## config.mk

```make
export PLATFORM = sky130hd
export DESIGN_NAME = snow64_sliced_simd_alu
export DESIGN_NICKNAME = d
export VERILOG_FILES = /design/src/rtl/snow64_sliced_simd_alu.sv
export SDC_FILE = /design/constraint.sdc
export NUM_CORES = 1
export LEC_CHECK = 0
export ABC_AREA = 1
export BUFFER_PORTS_ARGS = -buffer_cell sky130_fd_sc_hd__buf_2
export CORE_ASPECT_RATIO = 0.6
export CORE_MARGIN = 1.5
export CORE_UTILIZATION = 50
export CTS_CLUSTER_DIAMETER = 150
export DETAILED_ROUTE_END_ITERATION = 10
export HOLD_SLACK_MARGIN = 0.06
export PLACE_DENSITY_LB_ADDON = 0.05
export SYNTH_ARGS = -nofsm -noshare
export SYNTH_HDL_FRONTEND = slang
export SYNTH_SLANG_ARGS = --single-unit
```

## constraint.sdc

```tcl
create_clock -name clk -period 10.1 [get_ports clk]
set_clock_uncertainty 0.15 [all_clocks]
set_input_delay 1.01 -clock clk [delete_from_list [all_inputs] [get_ports clk]]
set_output_delay 1.01 -clock clk [all_outputs]
set_load 0.01 [all_outputs]
```

## src/rtl/snow64_sliced_simd_alu.sv

```systemverilog
// Byte-serial SIMD ALU: one 8-bit slice of the operands is processed per
// cycle, with carries and lane-wide results kept inside 8/16/32/64-bit lanes.
module snow64_sliced_simd_alu #(
  parameter int DATA_WIDTH = 64
) (
  input  logic                  clk,
  input  logic                  rst_n,
  input  logic                  in_valid,
  output logic                  in_ready,
  input  logic [DATA_WIDTH-1:0] in_a,
  input  logic [DATA_WIDTH-1:0] in_b,
  input  logic [3:0]            in_oper,
  input  logic [1:0]            in_type_size,
  input  logic                  in_signedness,
  input  logic                  in_saturate,
  output logic                  out_valid,
  input  logic                  out_ready,
  output logic [DATA_WIDTH-1:0] out_data,
  output logic                  out_illegal
);

  localparam int NUM_SLICES = DATA_WIDTH / 8;
  localparam int CW         = $clog2(NUM_SLICES);
  localparam int SW         = CW + 3;

  localparam logic [3:0] OP_ADD      = 4'd0;
  localparam logic [3:0] OP_SUB      = 4'd1;
  localparam logic [3:0] OP_SLT      = 4'd2;
  localparam logic [3:0] OP_AND      = 4'd5;
  localparam logic [3:0] OP_ORR      = 4'd6;
  localparam logic [3:0] OP_XOR      = 4'd7;
  localparam logic [3:0] OP_INV      = 4'd10;
  localparam logic [3:0] OP_NOT      = 4'd11;
  localparam logic [3:0] OP_ADDAGAIN = 4'd12;

  typedef enum logic [1:0] {IDLE, BUSY, DONE} state_t;

  state_t                state_q, state_d;
  logic [DATA_WIDTH-1:0] a_q, b_q, result_q, result_d;
  logic [3:0]            oper_q;
  logic [1:0]            size_q;
  logic                  signed_q, sat_q;
  logic [CW-1:0]         slice_q;
  logic                  carry_q, nz_q, illegal_q;

  logic [CW-1:0]         lane_lmask;
  logic [SW-1:0]         span_sh, slice_base, lane_base, msb_pos;
  logic                  lane_low, lane_top, last_slice;
  logic [DATA_WIDTH-1:0] lane_mask, lane_one, lane_msb;
  logic [7:0]            a_s, b_s, b_eff, sum_s, slice_val;
  logic [8:0]            sum9;
  logic                  is_add, is_sub, cin, cout, ovf_s, nz;
  logic                  lane_write, illegal_op;
  logic [DATA_WIDTH-1:0] lane_val;

  assign in_ready    = (state_q == IDLE);
  assign out_valid   = (state_q == DONE);
  assign out_data    = result_q;
  assign out_illegal = illegal_q;

  // Lane geometry: which slices form the current lane and where its bits sit
  always_comb begin
    lane_lmask = '0;
    span_sh    = SW'(DATA_WIDTH - 8);
    case (size_q)
      2'd0: begin lane_lmask = CW'(0); span_sh = SW'(DATA_WIDTH - 8);  end
      2'd1: begin lane_lmask = CW'(1); span_sh = SW'(DATA_WIDTH - 16); end
      2'd2: begin lane_lmask = CW'(3); span_sh = SW'(DATA_WIDTH - 32); end
      default: begin lane_lmask = CW'(7); span_sh = SW'(DATA_WIDTH - 64); end
    endcase
  end

  assign lane_low   = ((slice_q & lane_lmask) == '0);
  assign lane_top   = ((slice_q & lane_lmask) == lane_lmask);
  assign last_slice = (slice_q == CW'(NUM_SLICES - 1));
  assign slice_base = {slice_q, 3'b000};
  assign lane_base  = {slice_q & ~lane_lmask, 3'b000};
  assign msb_pos    = {slice_q, 3'b111};
  assign lane_mask  = ({DATA_WIDTH{1'b1}} >> span_sh) << lane_base;
  assign lane_one   = {{(DATA_WIDTH-1){1'b0}}, 1'b1} << lane_base;
  assign lane_msb   = {{(DATA_WIDTH-1){1'b0}}, 1'b1} << msb_pos;

  // Slice datapath: 8-bit adder with lane-local carry, sign overflow and zero tracking
  always_comb begin
    a_s    = a_q[slice_base +: 8];
    b_s    = b_q[slice_base +: 8];
    is_add = (oper_q == OP_ADD) || (oper_q == OP_ADDAGAIN);
    is_sub = (oper_q == OP_SUB) || (oper_q == OP_SLT);
    b_eff  = is_sub ? ~b_s : b_s;
    cin    = lane_low ? is_sub : carry_q;
    sum9   = {1'b0, a_s} + {1'b0, b_eff} + {8'd0, cin};
    cout   = sum9[8];
    sum_s  = sum9[7:0];
    ovf_s  = (a_s[7] == b_eff[7]) && (sum_s[7] != a_s[7]);
    nz     = (lane_low ? 1'b0 : nz_q) | (|a_s);
  end

  // Result update: write this slice, then patch the whole lane at its top slice
  always_comb begin
    result_d   = result_q;
    slice_val  = sum_s;
    lane_write = 1'b0;
    lane_val   = '0;
    illegal_op = 1'b0;
    case (oper_q)
      OP_ADD, OP_ADDAGAIN, OP_SUB: begin
        slice_val = sum_s;
        if (sat_q && lane_top) begin
          if (signed_q) begin
            lane_write = ovf_s;
            lane_val   = a_s[7] ? lane_msb : (lane_mask & ~lane_msb);
          end else if (is_add) begin
            lane_write = cout;
            lane_val   = lane_mask;
          end else begin
            lane_write = ~cout;
            lane_val   = '0;
          end
        end
      end
      OP_SLT: begin
        slice_val  = 8'd0;
        lane_write = lane_top;
        lane_val   = (signed_q ? (sum_s[7] ^ ovf_s) : ~cout) ? lane_one : '0;
      end
      OP_AND: slice_val = a_s & b_s;
      OP_ORR: slice_val = a_s | b_s;
      OP_XOR: slice_val = a_s ^ b_s;
      OP_INV: slice_val = ~a_s;
      OP_NOT: begin
        slice_val  = 8'd0;
        lane_write = lane_top;
        lane_val   = nz ? '0 : lane_one;
      end
      default: begin
        slice_val  = 8'd0;
        illegal_op = 1'b1;
      end
    endcase
    result_d[slice_base +: 8] = slice_val;
    if (lane_write) begin
      result_d = (result_d & ~lane_mask) | (lane_val & lane_mask);
    end
  end

  // Control state register
  always_ff @(posedge clk or negedge rst_n) begin
    if (!rst_n) state_q <= IDLE;
    else        state_q <= state_d;
  end

  // Next-state: accept in IDLE, walk the slices in BUSY, hold in DONE until taken
  always_comb begin
    state_d = state_q;
    case (state_q)
      IDLE:    if (in_valid) state_d = BUSY;
      BUSY:    if (last_slice) state_d = DONE;
      DONE:    if (out_ready) state_d = IDLE;
      default: state_d = IDLE;
    endcase
  end

  // Operand capture, slice counter, carry/zero chain and result register
  always_ff @(posedge clk or negedge rst_n) begin
    if (!rst_n) begin
      a_q       <= '0;
      b_q       <= '0;
      oper_q    <= '0;
      size_q    <= '0;
      signed_q  <= 1'b0;
      sat_q     <= 1'b0;
      slice_q   <= '0;
      carry_q   <= 1'b0;
      nz_q      <= 1'b0;
      result_q  <= '0;
      illegal_q <= 1'b0;
    end else if (state_q == IDLE && in_valid) begin
      a_q       <= in_a;
      b_q       <= in_b;
      oper_q    <= in_oper;
      size_q    <= in_type_size;
      signed_q  <= in_signedness;
      sat_q     <= in_saturate;
      slice_q   <= '0;
      carry_q   <= 1'b0;
      nz_q      <= 1'b0;
      result_q  <= '0;
      illegal_q <= 1'b0;
    end else if (state_q == BUSY) begin
      result_q <= result_d;
      carry_q  <= cout;
      nz_q     <= nz;
      slice_q  <= slice_q + CW'(1);
      if (last_slice) illegal_q <= illegal_op;
    end
  end

endmodule

```

==> results.cfg <==
[global_route]
global_route_usage_sum_pct = 30.79
number_of_global_route_vias_before_repair = 11019
grt_max_degree = 95
global_route_wire_length_before_repair_mm = 60.64
remaining_overflow_grt = 0
number_of_antenna_violations_at_the_first_check_in_global_routing = 0

[synthesis]
number_of_flip_flops_and_latches_in_the_synthesized_netlist = 208
synthCells = 1685
synth_edf_count = 0
postSynthNetCount = 1859
yosys_warnings = 0
async_reset_ff_share_pct = 100.0
synth-seq-area-share_pct = 43.34
synth_area_mm2 = 0.01201
syn-mean-instance-area_um2 = 7.128
ys_types = 45
synth_ff_type = sky130_fd_sc_hd__dfrtp_1

[place]
gp_weighted_congestion = 0.9781
numPortBuffers = 206
placed_cell_area_mm2 = 0.01327
dp_cells = 2149
hpwl_mm = 26.18

[routing]
drc = 0
detail_route.wl_per_cell_um = 17.34
dr.pass1.iters = 5
routed-via-count = 11857
drt-total-wl_mm = 37.86
route.detailed.vias_per_inst = 5.432
detailedRoute.firstIterationViolations = 1092
antenna_left = 0

[timing]
rsz0062_at_grt = no
timing.final.max_slew_violations = 0
transition_time_of_the_tightest_slew_check_pin_ns = 1.452
final-setup-viol-count = 0
period_needed_ns = 5.078
final_hold_violation_count = 0
final.period_utilization_pct = 50.28
finalSetupTns_ns = 0
max_slew_margin_pct = 2.523
max_freq_mhz = 196.9

[clock_network]
ctsResizeCount = 0
clock_insertion_delay_worst_skew_ns = 0.50
number_of_clock_buffers_inserted_by_tritoncts = 21
worst_setup_hold_path_clk_slew_ns = 0.06
master_cell_of_the_clock_root_buffer = sky130_fd_sc_hd__clkbuf_16
max-clock-path-buffers = 3
number_of_setup_buffers_added_after_cts = 0
tritoncts = done
clock_sink_count = 208
cts-hold-fix-buffers = 0
htreeDepth = 1

[die]
floorplan.die.height_um = 123.1
placementRows = 43
design.core.area_mm2 = 0.02335
ioPinCount = 207
die_w_um = 203.1
die-area_mm2 = 0.02499
initial_core_util_pct = 51.44

[hold_path]
hold_path.class = reg2reg

[setup_path]
crit_path_max_fanout = 51
timing.critical_path.arrival_ns = 5.31
crit_type = reg2reg
critPathLaunchType = flop
critPathRequiredTime_ns = 10.34
end_kind = flop

[finish]
post_route_cells_drive_above_1_share_pct = 15.90
final_nets = 2031
final_area_mm2 = 0.01388
sequential_cell_area_mm2 = 0.005206
fin_cells = 2183
filler_cell_count = 2243
area_delta_synth_final_pct = 15.59
diodes = 0
area_occupied_by_multi_input_gates_mm2 = 0.006140

[pwr]
swShare_pct = 52.70
p_sw_w = 0.003048
share_seq_of_total_power_pct = 25.1
leakage_nw = 7.737
share_comb_of_total_power_pct = 62.2
power_density_mw_per_mm2 = 416.5
power.internal_w = 0.002735
ir_worst_vdd_uv = 249.6
power.share.clock_pct = 12.6

[flow_run]
max-cap-violations = 0

[status]
status = completed
-- state kept, by name, indices dropped and copies added, names as in the netlist --
name         flops
carry_q          1
state_q          2
sat_q            1
b_q             64
size_q           2
out_illegal      1
slice_q          3
out_data        64
signed_q         1
a_q             64
nz_q             1
oper_q           4
-- power by group through the flow --
stage,clock network (W),registers [W],logic (W)
5_1_grt,0.000771,0.00150,0.00403
3_3_place_gp,0,0.00145,0.00344
6_report,0.000731,0.00145,0.00360
2_1_floorplan,0,0.00143,0.00244
3_5_place_dp,0,0.00145,0.00351
4_1_cts,0.000742,0.00145,0.00353
-- per-layer routing --
| metal | part of all wire (%) | vias up | track usage (%) |
|---|---|---|---|
| met5 | 0 | - | 0 |
| met2 | 40 | 499 | 42.34 |
| met3 | 9.8 | 61 | 7.011 |
| met1 | 48 | 5562 | 48.52 |
| met4 | 2.0 | 0 | 6.713 |
| li1 | - | 5735 | - |
-- final timing paths --
kind | startpoint | cells past startpoint | end | slack (ns)
worst min-delay path | a_q[17] | 2 | a_q[17] | 0.32
worst max-delay path | slice_q[0] | 22 | out_data[13] | 5.02
worst min register to register | a_q[17] | 2 | a_q[17] | 0.32
worst max register to register | slice_q[0] | 22 | out_data[13] | 5.02
max in group asynchronous | rst_n | 2 | b_q[17] | 7.97
min in group asynchronous | rst_n | 1 | a_q[18] | 0.42
-- worst max-delay path: stages, from the launching register on --
cell and delay, ns:
sky130_fd_sc_hd__dfrtp_2 0.49, sky130_fd_sc_hd__inv_2 0.23, sky130_fd_sc_hd__buf_4 0.53, sky130_fd_sc_hd__o21ai_0 0.17, sky130_fd_sc_hd__o22ai_1 0.19, sky130_fd_sc_hd__inv_1 0.07, sky130_fd_sc_hd__o21ai_0 0.42, sky130_fd_sc_hd__xor2_1 0.29
sky130_fd_sc_hd__ha_1 0.29, sky130_fd_sc_hd__nand4_1 0.10, sky130_fd_sc_hd__o211ai_1 0.09, sky130_fd_sc_hd__nand2_1 0.10, sky130_fd_sc_hd__nand2_1 0.06, sky130_fd_sc_hd__a21oi_1 0.16, sky130_fd_sc_hd__fa_1 0.45, sky130_fd_sc_hd__nand3_1 0.10
sky130_fd_sc_hd__nand3_1 0.08, sky130_fd_sc_hd__nand2_1 0.10, sky130_fd_sc_hd__nand3_4 0.18, sky130_fd_sc_hd__a21oi_1 0.27, sky130_fd_sc_hd__nand2_1 0.23, sky130_fd_sc_hd__nand3_1 0.14, sky130_fd_sc_hd__nand2_1 0.06
-- cell usage after synthesis, types with 7 or more instances --
master                     count  area (µm²)
sky130_fd_sc_hd__a21oi_1      40       200.2
sky130_fd_sc_hd__buf_1         7       26.28
sky130_fd_sc_hd__buf_2        12       60.06
sky130_fd_sc_hd__clkbuf_1     49       183.9
sky130_fd_sc_hd__dfrtp_1     208        5205
sky130_fd_sc_hd__ha_1         31       387.9
sky130_fd_sc_hd__inv_1        88       330.3
sky130_fd_sc_hd__inv_2         7       26.28
sky130_fd_sc_hd__mux2i_1      24       240.2
sky130_fd_sc_hd__nand2_1     738        2770
sky130_fd_sc_hd__nand2_2      12       75.07
sky130_fd_sc_hd__nand3_1     122       610.6
sky130_fd_sc_hd__nand4_1       8       50.05
sky130_fd_sc_hd__nor2_1      116       435.4
sky130_fd_sc_hd__o211ai_1      8       60.06
sky130_fd_sc_hd__o21ai_0     119       595.6
sky130_fd_sc_hd__o22ai_1      17       106.4
sky130_fd_sc_hd__or2_2        10       62.56
-- layout by cell type (no fill, tap or decap), drive strengths merged, types with 8 or more instances in the layout --
master  netlist  layout
clkinv        5      10
o22ai        17      17
ha           31      31
nand4         9       9
nand2       752     752
a21oi        41      41
nor3          8       8
or2          10      10
nor2        120     120
clkbuf       49      30
o211ai        9       9
o21ai       123     123
nand3       124     124
dfrtp       208     208
inv          95      95
mux2i        24      24
buf          23     220
-- final cells by class --
type                       instances  share of cell area [%]
sequential                       208                   37.50
clock buffer                      29                   4.218
inverter                         100                   2.731
multi-input combinational       1305                   44.23
clock inverter                     5                  0.1803
tap                              315                   2.839
timing repair buffer             221                   8.301
-- through the flow --
stage / utilization (%) / hold slack [ns] / worst slack (ns) / power, W
2_1_floorplan: - / 0.2907 / 5.940 / 0.003861
3_3_place_gp: 56.84 / 0.3082 / 5.199 / 0.004891
3_5_place_dp: 56.84 / 0.3105 / 5.107 / 0.004963
4_1_cts: 59.45 / 0.3274 / 5.097 / 0.005717
5_1_grt: 59.45 / 0.3483 / 4.553 / 0.006294
6_report: 59.45 / 0.3217 / 5.022 / 0.005782
-- logic make-up (layout without fill, tap and decap cells) --
group                    Yosys count  count (layout)  share of synthesized area, %
adder cells (fa/ha/maj)           34              34                         3.730
AO/OA/AOI/OAI                    211             211                         9.793
XOR/XNOR                          10              10                        0.7292
multiplexers                      24              24                         2.000
buffers and inverters            172             355                         5.667
AND/OR/NAND/NOR                 1026            1026                         34.74
flip-flops                       208             208                         43.34
(Power assumes the default switching activity.)
